**src/rtl/mips_pkg.sv**
```systemverilog
// Shared definitions for the MIPS fetch path: fetch FSM encoding, reset PC,
// ROM latency and the immediate sign-extension helper.
package mips_pkg;

  typedef enum logic [1:0] {
    FETCH   = 2'd0,
    WAIT    = 2'd1,
    PRESENT = 2'd2
  } fetch_state_e;

  localparam logic [31:0] RESET_PC_DEFAULT = 32'h0000_0000;

  // Cycles from imem_req to valid imem_data.
  localparam logic [1:0] IMEM_LATENCY = 2'd1;

  function automatic logic [31:0] sign_extend_32(input logic [15:0] value);
    return {{16{value[15]}}, value};
  endfunction

endpackage

```
**src/rtl/next_pc_32.sv**
```systemverilog
// Combinational next-PC selection for the presented instruction.
// Priority: jr > jump > taken branch > sequential.
module next_pc_32
  import mips_pkg::*;
(
  input  logic [31:0] pc,
  input  logic        branch,
  input  logic        zero,
  input  logic        jump,
  input  logic [25:0] jump_target,
  input  logic [15:0] immediate,
  input  logic        jr,
  input  logic [31:0] jr_addr,
  output logic [31:0] next_pc,
  output logic        misaligned
);

  logic [31:0] pc_plus4_s;
  logic [31:0] offset_s;
  logic [31:0] branch_target_s;
  logic [31:0] jump_addr_s;
  logic [31:0] jr_target_s;

  assign pc_plus4_s      = pc + 32'd4;
  assign offset_s        = sign_extend_32(immediate);
  assign branch_target_s = pc_plus4_s + {offset_s[29:0], 2'b00};
  assign jump_addr_s     = {pc_plus4_s[31:28], jump_target, 2'b00};
  // Low bits are dropped so fetch always continues word-aligned.
  assign jr_target_s     = {jr_addr[31:2], 2'b00};
  assign misaligned      = jr & (jr_addr[1:0] != 2'b00);

  // Priority mux over the four next-PC sources.
  always_comb begin
    next_pc = pc_plus4_s;
    if (jr) begin
      next_pc = jr_target_s;
    end else if (jump) begin
      next_pc = jump_addr_s;
    end else if (branch && zero) begin
      next_pc = branch_target_s;
    end else begin
      next_pc = pc_plus4_s;
    end
  end

endmodule

```
**src/rtl/instr_fetch.sv**
```systemverilog
// Instruction fetch unit: owns the PC, reads the synchronous instruction ROM and
// presents one instruction at a time to the CPU under a valid/ready handshake.
module instr_fetch
  import mips_pkg::*;
#(
  parameter logic [31:0] RESET_PC = RESET_PC_DEFAULT
) (
  input  logic        clock,
  input  logic        reset,
  output logic        imem_req,
  output logic [31:0] imem_addr,
  input  logic [31:0] imem_data,
  output logic [31:0] instruction,
  output logic        instr_valid,
  input  logic        instr_ready,
  output logic [31:0] pc_out,
  output logic [31:0] pc_plus4,
  input  logic        branch,
  input  logic        zero,
  input  logic        jump,
  input  logic [25:0] jump_target,
  input  logic [15:0] immediate,
  input  logic        jr,
  input  logic [31:0] jr_addr,
  output logic        err_misaligned
);

  localparam logic [31:0] RESET_PC_ALIGNED = {RESET_PC[31:2], 2'b00};

  fetch_state_e state_r;
  fetch_state_e state_next_s;
  logic [31:0]  pc_r;
  logic [31:0]  next_pc_s;
  logic [31:0]  instruction_r;
  logic [31:0]  pc_out_r;
  logic         err_misaligned_r;
  logic [1:0]   rom_age_r;
  logic         rom_valid_s;
  logic         misaligned_s;
  logic         accept_s;
  logic         capture_s;
  logic         imem_req_s;
  logic [31:0]  imem_addr_s;
  logic         instr_valid_s;

  next_pc_32 u_next_pc (
    .pc          (pc_out_r),
    .branch      (branch),
    .zero        (zero),
    .jump        (jump),
    .jump_target (jump_target),
    .immediate   (immediate),
    .jr          (jr),
    .jr_addr     (jr_addr),
    .next_pc     (next_pc_s),
    .misaligned  (misaligned_s)
  );

  assign accept_s    = (state_r == PRESENT) && instr_ready;
  assign rom_valid_s = (rom_age_r == IMEM_LATENCY);
  assign capture_s   = (state_r == WAIT) && rom_valid_s;

  // FSM state register.
  always_ff @(posedge clock) begin
    if (reset) begin
      state_r <= FETCH;
    end else begin
      state_r <= state_next_s;
    end
  end

  // FSM next-state logic.
  always_comb begin
    state_next_s = state_r;
    case (state_r)
      FETCH:   state_next_s = WAIT;
      WAIT:    state_next_s = rom_valid_s ? PRESENT : WAIT;
      PRESENT: state_next_s = instr_ready ? WAIT : PRESENT;
      default: state_next_s = FETCH;
    endcase
  end

  // FSM outputs; the refetch address follows next_pc in the accept cycle.
  always_comb begin
    imem_req_s    = 1'b0;
    imem_addr_s   = pc_r;
    instr_valid_s = 1'b0;
    case (state_r)
      FETCH: begin
        imem_req_s  = ~reset;
        imem_addr_s = pc_r;
      end
      WAIT: begin
        imem_req_s  = 1'b0;
        imem_addr_s = pc_r;
      end
      PRESENT: begin
        instr_valid_s = 1'b1;
        if (instr_ready) begin
          imem_req_s  = ~reset;
          imem_addr_s = next_pc_s;
        end else begin
          imem_req_s  = 1'b0;
          imem_addr_s = pc_r;
        end
      end
      default: begin
        imem_req_s    = 1'b0;
        imem_addr_s   = pc_r;
        instr_valid_s = 1'b0;
      end
    endcase
  end

  // PC, hold registers, ROM age tracker and sticky misalignment flag.
  always_ff @(posedge clock) begin
    if (reset) begin
      pc_r             <= RESET_PC_ALIGNED;
      instruction_r    <= 32'h0000_0000;
      pc_out_r         <= 32'h0000_0000;
      err_misaligned_r <= 1'b0;
      rom_age_r        <= 2'd0;
    end else begin
      if (accept_s) begin
        pc_r <= next_pc_s;
      end
      if (capture_s) begin
        instruction_r <= imem_data;
        pc_out_r      <= pc_r;
      end
      if (accept_s && misaligned_s) begin
        err_misaligned_r <= 1'b1;
      end
      // Counts cycles since the last request, saturating once data is stale.
      if (imem_req_s) begin
        rom_age_r <= 2'd1;
      end else if ((rom_age_r != 2'd0) && (rom_age_r != 2'd3)) begin
        rom_age_r <= rom_age_r + 2'd1;
      end
    end
  end

  assign imem_req       = imem_req_s;
  assign imem_addr      = imem_addr_s;
  assign instr_valid    = instr_valid_s;
  assign instruction    = instruction_r;
  assign pc_out         = pc_out_r;
  assign pc_plus4       = pc_out_r + 32'd4;
  assign err_misaligned = err_misaligned_r;

endmodule

```
**config.mk**
```make
export PLATFORM = sky130hd
export DESIGN_NAME = instr_fetch
export DESIGN_NICKNAME = d
export VERILOG_FILES = /design/src/rtl/mips_pkg.sv /design/src/rtl/next_pc_32.sv /design/src/rtl/instr_fetch.sv
export SDC_FILE = /design/constraint.sdc
export NUM_CORES = 1
export LEC_CHECK = 0
export BUFFER_PORTS_ARGS = -buffer_cell sky130_fd_sc_hd__buf_2
export CORE_MARGIN = 2
export CORE_UTILIZATION = 38
export CTS_CLUSTER_DIAMETER = 200
export DETAILED_ROUTE_END_ITERATION = 10
export GPL_TIMING_DRIVEN = 0
export PLACE_DENSITY_LB_ADDON = 0.25
export SYNTH_ARGS = -nofsm -noshare
export SYNTH_HDL_FRONTEND = slang
export SYNTH_SLANG_ARGS = --single-unit
```
**constraint.sdc**
```tcl
create_clock -name clock -period 10.7 [get_ports clock]
set_clock_uncertainty 0.05 [all_clocks]
set_input_delay 1.605 -clock clock [delete_from_list [all_inputs] [get_ports clock]]
set_output_delay 1.605 -clock clock [all_outputs]
set_load 0.02 [all_outputs]
```
== After elaboration in Yosys (flattened, before gate mapping) ==
Index checks and enable logic that the tools add are counted.

* Flip-flop bits (word level): 101
* Output and inout port bits: 131
* Word-level logic and storage cells: 39

* Add/subtract/negate cells: 3
* Eq/ne operators: 4
* Multiplexer cells: 13
* Bitwise operators: 2
* Reduce and logical (&&, ||, !) cells: 10

{| class="wikitable"
|+ Operators by type and width
! operator !! count
|-
| two-way mux 32 bit || 5
|-
| adder 32 x 3 -> 32 bit, second input constant || 1
|-
| adder 32 bit || 1
|-
| case mux 2 bit (3 select lines) || 1
|-
| nonzero test 2 bit || 3
|-
| logical AND 1 bit || 5
|-
| equality test 2 x 1 -> 1 bit, second input constant || 2
|-
| two-way mux 1 bit || 4
|-
| two-way mux 2 bit || 2
|-
| adder 2 x 1 -> 2 bit, second input constant || 1
|-
| equality test 2 bit, second input constant || 1
|-
| logical NOT 2 bit || 1
|-
| inequality test 2 bit, second input constant || 1
|-
| case mux 1 bit (2 select lines) || 1
|-
| OR reduction 2 bit || 1
|-
| AND 1 bit || 1
|-
| inverter 1 bit || 1
|}

== Depth between registers and ports, before layout ==
Gate-level depths: netlist of run 1.

* Word-level depth: 7
* Depth in mapped cells: 18

== Cells and area by module ==
From an unflattened synthesis of run 1, not the netlist that was laid out.

* Cell total of the unflattened synthesis: 931
* Area total of the unflattened synthesis: 7181.9 µm²

{| class="wikitable"
|+ Modules (own cells, without submodules)
! module !! instances !! cells each !! area each (µm²)
|-
| instr_fetch || 1 || 481 || 4194.0
|-
| next_pc_32 || 1 || 450 || 2987.9
|}

== Worst setup path after synthesis of run 1 ==
Ideal clock, no wire load.

* Path kind: input to output
* Start point: input port immediate[0]
* End point: output port imem_addr[24]
* Arrival time: 4.487 ns
* Data required time: 9.045 ns
* Setup slack: 4.558 ns
* Cell stages on the path: 10
* Cell sequence: ha_1 > fa_1 > a211oi_1 > nor2_1 > o31ai_1 > nand2_1 > a211oi_1 > o21ai_0 > xnor2_1 > o311ai_0

* Longest elaborated chain between the ends: 6

{| class="wikitable"
|+ Ends and longest elaborated chain
! item !! RTL line !! source
|-
| start, declared || instr_fetch.sv:22 || <nowiki>input logic [15:0] immediate,</nowiki>
|-
| adder 32 bit || next_pc_32.sv:26 || <nowiki>assign branch_target_s = pc_plus4_s + {offset_s[29:0], 2'b00};</nowiki>
|-
| two-way mux 32 bit || next_pc_32.sv:39 || <nowiki>end else if (branch && zero) begin</nowiki>
|-
| two-way mux 32 bit || next_pc_32.sv:37 || <nowiki>end else if (jump) begin</nowiki>
|-
| two-way mux 32 bit || next_pc_32.sv:35 || <nowiki>if (jr) begin</nowiki>
|-
| two-way mux 32 bit || instr_fetch.sv:99 || <nowiki>if (instr_ready) begin</nowiki>
|-
| two-way mux 32 bit || instr_fetch.sv:88 || <nowiki>case (state_r)</nowiki>
|-
| end, declared || instr_fetch.sv:11 || <nowiki>output logic [31:0] imem_addr,</nowiki>
|}

Every way passes these cells.

== Worst setup path in the final report of run 1 ==
Same ends and word-level chain as after synthesis.

==> results by stage, run 1 <==
Power:
- The design draws roughly 920 µW.
- The static leakage power is 0.004083 µW.
- The power density of the placed cells is 108.0 nW/µm².
- The worst-case IR drop observed on VDD is 0.08169 mV.

Logic synthesis:
- The cell accounting for the most synthesized area is sky130_fd_sc_hd__dfxtp_1.
- The async set-or-reset flop fraction in the synthesized netlist is 0.
- Among all flip-flop cells after synthesis, the most frequent one is sky130_fd_sc_hd__dfxtp_1.
- The fraction of synthesized cell area taken by the top area cell type is 0.2984.
- The netlist uses 65 different library cells.
- The number of enable-type register cells in the synthesized netlist is 0.
- Synthesis produced a netlist with a net count of roughly 1100.
- In the post-synthesis netlist, the biggest area contributors are sky130_fd_sc_hd__dfxtp_1, sky130_fd_sc_hd__nand2_1, sky130_fd_sc_hd__a21oi_1.
- The mapped netlist covers 6776 µm².
- The post-synthesis instance total is 928.
- The average instance in the mapped netlist occupies 7.302 µm².
- The share of the yosys chip area belonging to registers is 0.2984.
- For this run, the number of Yosys warnings is 0.
- Counting flops and latches in the post-synthesis netlist gives 101.

Routing:
- The routed wirelength normalized by instance count is roughly 19 µm.
- The detail route stage leaves a number of antenna-violating nets equal to 0.
- The sum of routed wire length over all layers is approximately 26000 µm.
- The count of vias placed by the detailed router is between 7000 and 8000.
- The remaining routing DRC violations is 0.
- The detailed-routing wirelength on met1 is 10990 µm.
- The highest routed metal layer is met5.
- In the detailed route, the total length drawn on met3 is roughly 2800 µm.
- In the detailed route, the total length drawn on met2 is 12060 µm.
- The detailed-router iteration count before antenna repair is 5.
- For this block, the initial DRC count from the detailed router was between 600 and 700.
- After detailed routing, the number of vias per cell comes to 5.646.

Place:
- The final estimated routing congestion in global placement is 0.8925.
- During placement, the flow inserted port buffers numbering approximately 240.
- The half-perimeter wire length after detailed placement is between 20000 and 25000 µm.

Critical path:
- Tracing the worst setup path back leads to its startpoint at immediate[0].
- The critical path goes through buf_2 > ha_1 > fa_1 > a211oi_1 > nor2_1 > o31ai_1 > nand2_1 > a211oi_1 > o21ai_0 > xnor2_1 > o311ai_0 > buf_2.
- The endpoint of the worst setup timing path is imem_addr[24].
- On the critical path, the stage with the largest delay is an instance of sky130_fd_sc_hd__a211oi_1.
- The terminus of the critical flop-to-flop path is pc_r[23].
- The endpoint type of the worst setup path is an output pin.
- In this run the register-to-register setup slack is 5.89 ns.
- STA classifies the critical path startpoint as an input pin.
- The peak fanout along the critical path is 3.
- The startpoint of the most critical register-to-register path is pc_out[2].
- At the worst endpoint, the required time is 9.05 ns.
- On the worst path, the slowest cell contributes a delay of ~0.56 ns.
- For the worst flop-to-flop path, the logic depth is 17.
- STA puts the critical path data arrival time at 5.29 ns.
- The critical path is of the in -> out type.

STA:
- The number of pins exceeding their max-slew limit in the final report was 0.
- The actual transition at the worst max-transition pin is 1.037 ns.
- Headroom to the max-slew limit came out at 0.3024.
- Of the available clock period, the critical path in the final layout requires 0.6495.
- The final hold violation count came to 0.
- Setup repair after global routing left no endpoint under its margin.
- Setup violations remaining at the end of the flow were counted as 0.
- Derived from the worst setup path, the maximum achievable clock frequency is 143.9 MHz.
- After routing, the total negative slack on setup checks comes to 0 ns.
- The final-layout worst hold slack is between 0.3 and 0.4 ns.
- The clock period minus worst slack is around 6.9 ns.

Clock network:
- The number of buffers inserted by hold repair at cts is 0.
- The maximum count of clock buffers along a single path is 2.
- The number of buffers inserted to repair setup after CTS is 0.
- The tree is rooted in a sky130_fd_sc_hd__clkbuf_16.
- TritonCTS created 9 clock buffers.
- In this run, post-CTS repair resized a total of 0 instances.
- The clock reaches the later pin of the worst-skew pair after 0.34 ns.
- The clock-pin slew on the worst setup and hold paths is roughly 0.07 ns.
- TritonCTS built the clock tree.
- The H-tree generated during clock tree synthesis spans 3 levels.
- The clock drives 101 sinks.

Hold path:
- The worst hold path belongs to the class reg -> reg.

Global routing:
- The first global-routing pass estimated 38900 µm of wire.
- For this run, the total global-route usage over all layers was measured as 0.2711.
- The total congestion overflow after global routing is 0.
- The initial antenna violation count is 1.
- Entering global routing, the biggest net connects 21 pins.
- The via count of the first global-routing pass was 7068.

Finish:
- Across the whole layout, storage elements account for 2022 µm².
- In the final design database the tool counted 1331 nets.
- The filler cells instantiated in the layout total 1830.
- The area used by multi-input combinational logic is 4456 µm².
- The share of post-route cells with drive strength above 1 is 0.2262.
- The number of antenna diodes in the final layout is 0.
- The relative area change from synthesis to final layout is 26.31%.

Die:
- The width of the chip is 137.5 µm.
- From bottom edge to top edge, the die measures 137.5 µm.
- The starting utilization of the core area is 0.3904.
- The die outline area is roughly 19000 µm².
- The core area is 17360 µm².
- In this run the count of I/O pins placed on the die edge is approximately 240.
- The standard-cell row count is 48.

Outcome:
- The run finished with clean final reports.

Flow run:
- The tool flagged a number of max-cap violations equal to 0.
[cell usage in the layout (no fill, tap or decap), drive strengths merged, types with 7 or more instances in the layout]
cell type  Yosys  final
inv           21     21
clkbuf        51     64
mux2i          8      8
ha            37     37
a21oi        133    133
nand4         10     10
a31oi          8      8
nand2        189    189
a211oi        10     10
and3          18     18
o31ai          7      7
and4           7      7
nand3         28     28
xor2          24     24
a21o          23     23
xnor2         23     23
nor3          12     12
dfxtp        101    101
o211ai        13     13
a221oi         7      7
nor2b         18     18
buf            5    246
a221o          7      7
nor2          60     60
o21ai         32     32
[sequential cells by signal, summed over array words and instances (netlist names)]
signal,cells
instruction,32
pc_r,32
err_misaligned,1
rom_age_r,2
state_r,2
pc_out,32
[synthesized netlist by cell type, drive strengths merged (8+ instances only)]
master and count:
nand2 189, a21oi 133, dfxtp 101, nor2 60
clkbuf 51, ha 37, o21ai 32, nand3 28
xor2 24, a21o 23, xnor2 23, inv 21
and3 18, nor2b 18, o211ai 13, nor3 12
a211oi 10, nand4 10, a31oi 8, mux2i 8
[layout make-up]
cell class,instances,share of cell area
Multi-Input combinational cell,750,0.5205
Sequential cell,101,0.2362
Timing Repair Buffer,241,0.1409
Tap cell,225,0.03289
Clock buffer,13,0.02924
Buffer,56,0.02573
Inverter,21,0.009209
Clock inverter,3,0.005262
[stage by stage]
| step | worst slack [ns] | utilization | std cells | instance area, µm² |
|---|---|---|---|---|
| finish | 3.751 | 0.4932 | 1410 | 8559 |
| global route | 3.577 | 0.4932 | 1410 | 8559 |
| CTS | 3.843 | 0.4932 | 1410 | 8559 |
| detailed placement | 3.873 | 0.4761 | 1394 | 8264 |
| global placement | 3.881 | 0.4761 | 1394 | 8264 |
| floorplan | 4.558 | - | 928 | 6777 |
[critical path, delay by kind of cell]
family	cells	cell delay (ns)
buffers and inverters	2	0.37
AND/OR/NAND/NOR	2	0.35
AO/OA/AOI/OAI	5	2.13
adder cells (fa/ha/maj)	2	0.63
XOR/XNOR	1	0.19
[layer usage]
| layer | vias up | track usage |
|---|---|---|
| met5 | - | 0 |
| met4 | 2 | 0.06071 |
| met3 | 49 | 0.06659 |
| met2 | 432 | 0.4469 |
| met1 | 3660 | 0.3576 |
| li1 | 3818 | - |
[logic make-up (layout without fill, tap and decap cells)]
family | Yosys count | in the layout | synth area share
compound gates | 283 | 283 | 0.2598
xor+xnor | 47 | 47 | 0.06075
fa+ha+maj | 38 | 38 | 0.07127
buf+inv | 77 | 334 | 0.04413
flops | 101 | 101 | 0.2984
mux | 9 | 9 | 0.01348
simple gates | 373 | 373 | 0.2522
[how the worst min path moves through the flow]
stage / cells past startpoint / end / from
floorplan: 2 / pc_out[31] / pc_r[31]
global placement: 2 / pc_out[2] / pc_r[2]
detailed placement: 2 / instruction[24] / instruction[24]
CTS: 2 / instruction[24] / instruction[24]
global route: 2 / pc_out[2] / pc_r[2]
finish: 2 / pc_out[17] / pc_r[17]
[where the power goes]
| group | internal (µW) | switching [µW] | total (µW) |
|---|---|---|---|
| combinational | 65.0 | 130 | 195 |
| clock | 188 | 142 | 330 |
| sequential | 391 | 8.33 | 399 |
| total | 644 | 281 | 925 |
Power figures use the tool's default switching activity.
==> run 2, diff against run 1 <==
--- a/config.mk
+++ b/config.mk
@@ -5,6 +5,7 @@
 export SDC_FILE = /design/constraint.sdc
 export NUM_CORES = 1
 export LEC_CHECK = 0
+export ABC_AREA = 1
 export BUFFER_PORTS_ARGS = -buffer_cell sky130_fd_sc_hd__buf_2
 export CORE_MARGIN = 2
 export CORE_UTILIZATION = 38
==> constraint.sdc (replaced) <==
create_clock -name clock -period 5.9 [get_ports clock]
set_clock_uncertainty 0.05 [all_clocks]
set_input_delay 0.885 -clock clock [delete_from_list [all_inputs] [get_ports clock]]
set_output_delay 0.885 -clock clock [all_outputs]
set_load 0.02 [all_outputs]
==> run 2 against run 1 <==
Compared with the run above:
- via count up 13%
- core utilization down 1.1 points
- non-clock buffer count down 6
- sequential cell count unchanged
- total power up 140%
- count of clock-buffer cells in the layout down 4
- critical path type is now reg -> out
==> results by stage, run 2 <==
Outcome:
- The run finished with clean final reports.

Flow run:
- The number of max-cap violations is 0 (unchanged).

Power:
- The sequential cell fraction of total power came to 0.346 (-0.086).
- The combinational group share of total power is 0.347 (+0.136).
- The maximum vdd ir drop is 0.1598 mV (+96%).
- The power density of the placed cells is 238.7 nW/µm² (+120%).
- The proportion of total power due to net switching came to 0.3807 (+0.07720).
- The internal power component is 1383 µW (+110%).
- The part of the power in the clock network is 0.307 (-0.050).
- The static leakage power came to 0.005022 µW (+23%).
- The net switching component of the power is 850.3 µW (+200%).

Clock network:
- The number of clock buffers inserted by TritonCTS came to 9 (unchanged).
- The maximum level of the CTS H-tree is 3 (unchanged).
- Clock tree synthesis selected as its root buffer the cell sky130_fd_sc_hd__clkbuf_16.
- The number of buffers inserted by hold repair at cts is 0 (unchanged).
- The maximum count of clock buffers along a single path is 2 (unchanged).
- The number of gates given a new drive strength after cts is 0 (unchanged).
- The number of buffers inserted to repair setup after CTS is 0 (unchanged).
- The number of sinks driven by the clock tree is 101 (unchanged).
- The clock-pin slew on the worst setup and hold paths is 0.07 ns (about the same).
- The later-pin clock latency in the skew report is 0.35 ns (about the same).
- TritonCTS built the clock tree.

Critical path:
- The cell occurring most often along the worst timing path is sky130_fd_sc_hd__nand2_1.
- The critical path goes through ha_1 > nand2_1 > nor2_4 > nand3_2 > nor2_4 > nand2_4 > xor2_1 > inv_1 > ha_1 > nand2_1 > nor2_1 > nand2_1 > inv_1 > nand2_1 > nand2_1 > nand2_1 > nand2_1 > nor2_1 > o21ai_1 > nand2_1 > buf_2.
- The slowest stage of the critical path belongs to the cell sky130_fd_sc_hd__dfxtp_1.
- The worst setup path is launched from a register.
- STA classifies the critical path endpoint as an output pin.
- The maximum cell stage delay along the critical path came to 0.42 ns (-0.14 ns).
- The required time reported for the critical path endpoint is 4.97 ns (-4.08 ns).
- The peak fanout along the critical path is 5 (+2).
- The critical setup path kind is reg -> out.
- The worst path arrival time is 4.02 ns (-1.27 ns).

Logic synthesis:
- The fraction of synthesized cell area taken by the top area cell type is 0.2705 (-0.02787).
- The count of state elements after synthesis is 101 (unchanged).
- The share of the yosys chip area belonging to registers came to 0.2705 (-0.02787).
- The share of synthesized area spent on multiplexers was 0 (-0.01348).
- The area fraction in compound gates after synthesis is 0.1769 (-0.08285).
- Counting instances in the post-synthesis netlist gives the leading cell types as sky130_fd_sc_hd__nand2_1, sky130_fd_sc_hd__nor2_1, sky130_fd_sc_hd__inv_1.
- The cell area after technology mapping is 7475 µm² (+10%).
- The synthesized area per cell was 6.234 µm² (-15%).
- The share of synthesized cell area in and, or, nand and nor gates is 0.3666 (+0.1144).
- The number of distinct library cells after synthesis is 45 (-31%).
- The post-synthesis instance total came to 1199 (+29%).
- The post-synthesis net count came to 1350 (+25%).
- In the synthesized netlist the dominant register cell turns out to be sky130_fd_sc_hd__dfxtp_1.
- The most repeated cell in the gate-level netlist after synthesis is sky130_fd_sc_hd__nand2_1.
- The synthesized design spends more area on one cell type than any other, namely sky130_fd_sc_hd__dfxtp_1.
- The parity-gate share of the synthesized area counting xor and xnor cells is 0.02343 (-0.03731).
- By area the synthesized netlist is led by sky130_fd_sc_hd__dfxtp_1, sky130_fd_sc_hd__nand2_1, sky130_fd_sc_hd__a21oi_1.
- The warning count from the yosys run came to 0 (unchanged).
- The number of enable-type register cells in the synthesized netlist was 0 (unchanged).
- The adder-cell share of the synthesized area came to 0.06461 (-0.006657).
- The async set-or-reset flop fraction in the synthesized netlist is 0 (unchanged).
- The dominant combinational cell family by area after synthesis is simple AND/OR/NAND/NOR gates.

Die:
- The die span in y is 144.3 µm (+4.9%).
- The core area is 19400 µm² (+12%).
- The width of the chip is 144.3 µm (+4.9%).
- The starting utilization of the core area is 0.3853 (-0.005107).
- The count of boundary I/O pins is 244 (unchanged).
- The die outline area is 20810 µm² (+10%).
- The standard-cell row count is 51 (+6.3%).

Routing:
- The post-route antenna net violation count is 0 (unchanged).
- The sum of routed wire length over all layers came to 30640 µm (+16%).
- The average vias per placed instance was 5.231 (-7.3%).
- The remaining routing DRC violations was 0 (unchanged).
- The routed wirelength normalized by instance count was 17.79 µm (-5.3%).
- The number of violations reported at the end of detailed-routing iteration 0 is 652 (+1.2%).
- The count of vias placed by the detailed router is 9008 (+13%).
- The detailed-router iteration count before antenna repair is 6 (+1).

Global routing:
- The initial antenna violation count is 3 (+2).
- The largest net degree at the start of global routing is 22 (+4.8%).
- The global-route usage over all layers is 0.2906 (+0.01959).
- The first-pass GRT wire length is 46070 µm (+18%).
- The via count of the first global-routing pass is 8496 (+20%).
- The total congestion overflow after global routing was 0 (unchanged).

STA:
- The actual transition at the worst max-transition pin is 0.7291 ns (-0.3077 ns).
- The number of setup violations in the final report is 0 (unchanged).
- Subtracting the final worst setup slack from the clock period gives 4.956 ns.
- The post-layout worst setup margin is 0.9443 ns (-2.807 ns).
- The final total negative setup slack is 0 ns (unchanged).
- The worst max-slew margin expressed relative to the limit was 0.5139 (+0.2115).
- For this run, the top clock speed supported by timing is 201.8 MHz.
- Setup repair after global routing left no endpoint under its margin.
- The final hold violation count came to 0 (unchanged).
- The share of the clock period used by the worst path after layout is 0.8399.
- The number of pins exceeding their max-slew limit in the final report came to 0 (unchanged).

Finish:
- The share of post-route cells with drive strength above 1 is 0.2073 (-0.01889).
- The filler-free cell count of the finished design is 1722 (+22%).
- The number of fill cells is 2155 (+18%).
- The final-stage net count was 1603 (+20%).
- The area used by multi-input combinational logic is 4721 µm² (+6.0%).
- The number of diodes added for antenna fixing is 0 (unchanged).
- The library cell used most frequently in the layout, excluding fill and tap cells, is sky130_fd_sc_hd__nand2_1.
- The library cells used most frequently in the layout, excluding fill and tap cells, are sky130_fd_sc_hd__nand2_1, sky130_fd_sc_hd__buf_2, sky130_fd_sc_hd__nor2_1, sky130_fd_sc_hd__inv_1, sky130_fd_sc_hd__a21oi_1.
- The sequential cell area in the final layout is 2022 µm² (unchanged).
- The post-route cell area is 9356 µm² (+9.3%).
- Relative to the synthesized area, the layout overhead comes to 25.18%.

Place:
- The number of placed cells counting well taps is 1706 (+22%).
- The area of placed instances is 9017 µm² (+9.1%).
- The final estimated routing congestion in global placement is 0.9614 (+7.7%).
- The number of buffers added on ports came to 242 (+0.41%).
- The half-perimeter wire length after detailed placement is 24830 µm (+17%).
- The pre-CTS worst setup slack is 1.409 ns (-2.464 ns).

Hold path:
- In this run the worst hold path is classified as reg -> reg.
-- run 2: cell count changes after synthesis, moves of 9 or more --
cell | previous run | this run
sky130_fd_sc_hd__a21o_1 | 23 | 2
sky130_fd_sc_hd__inv_1 | 21 | 140
sky130_fd_sc_hd__a22oi_1 | 2 | 21
sky130_fd_sc_hd__nor2b_1 | 17 | 0
sky130_fd_sc_hd__nand4_1 | 10 | 49
sky130_fd_sc_hd__nand3_1 | 28 | 62
sky130_fd_sc_hd__nor2_1 | 60 | 143
sky130_fd_sc_hd__xnor2_1 | 23 | 1
sky130_fd_sc_hd__nand2_2 | 0 | 9
sky130_fd_sc_hd__clkbuf_1 | 50 | 38
sky130_fd_sc_hd__and3_1 | 18 | 1
sky130_fd_sc_hd__a21oi_1 | 133 | 111
sky130_fd_sc_hd__a211oi_1 | 10 | 31
sky130_fd_sc_hd__nand2_1 | 189 | 323
-- run 2: routing by layer --
metal,global-route usage,routed length [µm]
met5,0,24
met2,0.4937,14170
met3,0.05993,2769
met1,0.3711,12830
met4,0.08942,850
-- run 2: critical path, delay by kind of cell, from the launching register on --
family	cells	cell delay, ns
adders and majority gates	2	0.59
DFF	1	0.42
AOI/OAI and AO/OA	1	0.22
and+or+nand+nor	14	1.77
xor gates and xnor gates	1	0.34
buffers and inverters	3	0.35
-- run 2: final cells by class --
type | count | share of cell area
Multi-Input combinational cell | 907 | 0.5045
Sequential cell | 101 | 0.2161
Timing Repair Buffer | 242 | 0.1294
Inverter | 142 | 0.05697
Tap cell | 265 | 0.03544
Clock buffer | 9 | 0.02407
Buffer | 49 | 0.02126
Clock inverter | 7 | 0.01217
-- run 2: power by group through the flow --
| stage | sequential [µW] | combinational (µW) | clock [µW] |
|---|---|---|---|
| floorplan | 827 | 446 | 0 |
| global placement | 786 | 757 | 0 |
| detailed placement | 787 | 760 | 0 |
| CTS | 772 | 764 | 693 |
| global route | 778 | 851 | 717 |
| finish | 773 | 774 | 686 |
-- run 2: logic make-up after synthesis --
family | Yosys count
and+or+nand+nor | 625
xor gates and xnor gates | 20
adders and majority gates | 38
AOI/OAI and AO/OA | 224
DFF | 101
buffers and inverters | 191
-- run 2: through the flow --
step | total power (µW) | utilization | hold slack, ns
after CTS | 2229 | 0.4823 | 0.4036
final | 2234 | 0.4823 | 0.4015
after global routing | 2346 | 0.4823 | 0.4237
after detailed placement | 1547 | 0.4648 | 0.3925
after global placement | 1544 | 0.4648 | 0.3869
after floorplan | 1273 | - | 0.3937
-- run 2: final timing paths --
check	startpoint	endpoint	slack, ns	cells after the start
setup reg to reg	pc_out[3]	pc_r[26]	2.24	20
hold reg to reg	err_misaligned	err_misaligned	0.40	2
setup / recovery	pc_out[3]	imem_addr[18]	0.94	21
hold / removal	err_misaligned	err_misaligned	0.40	2
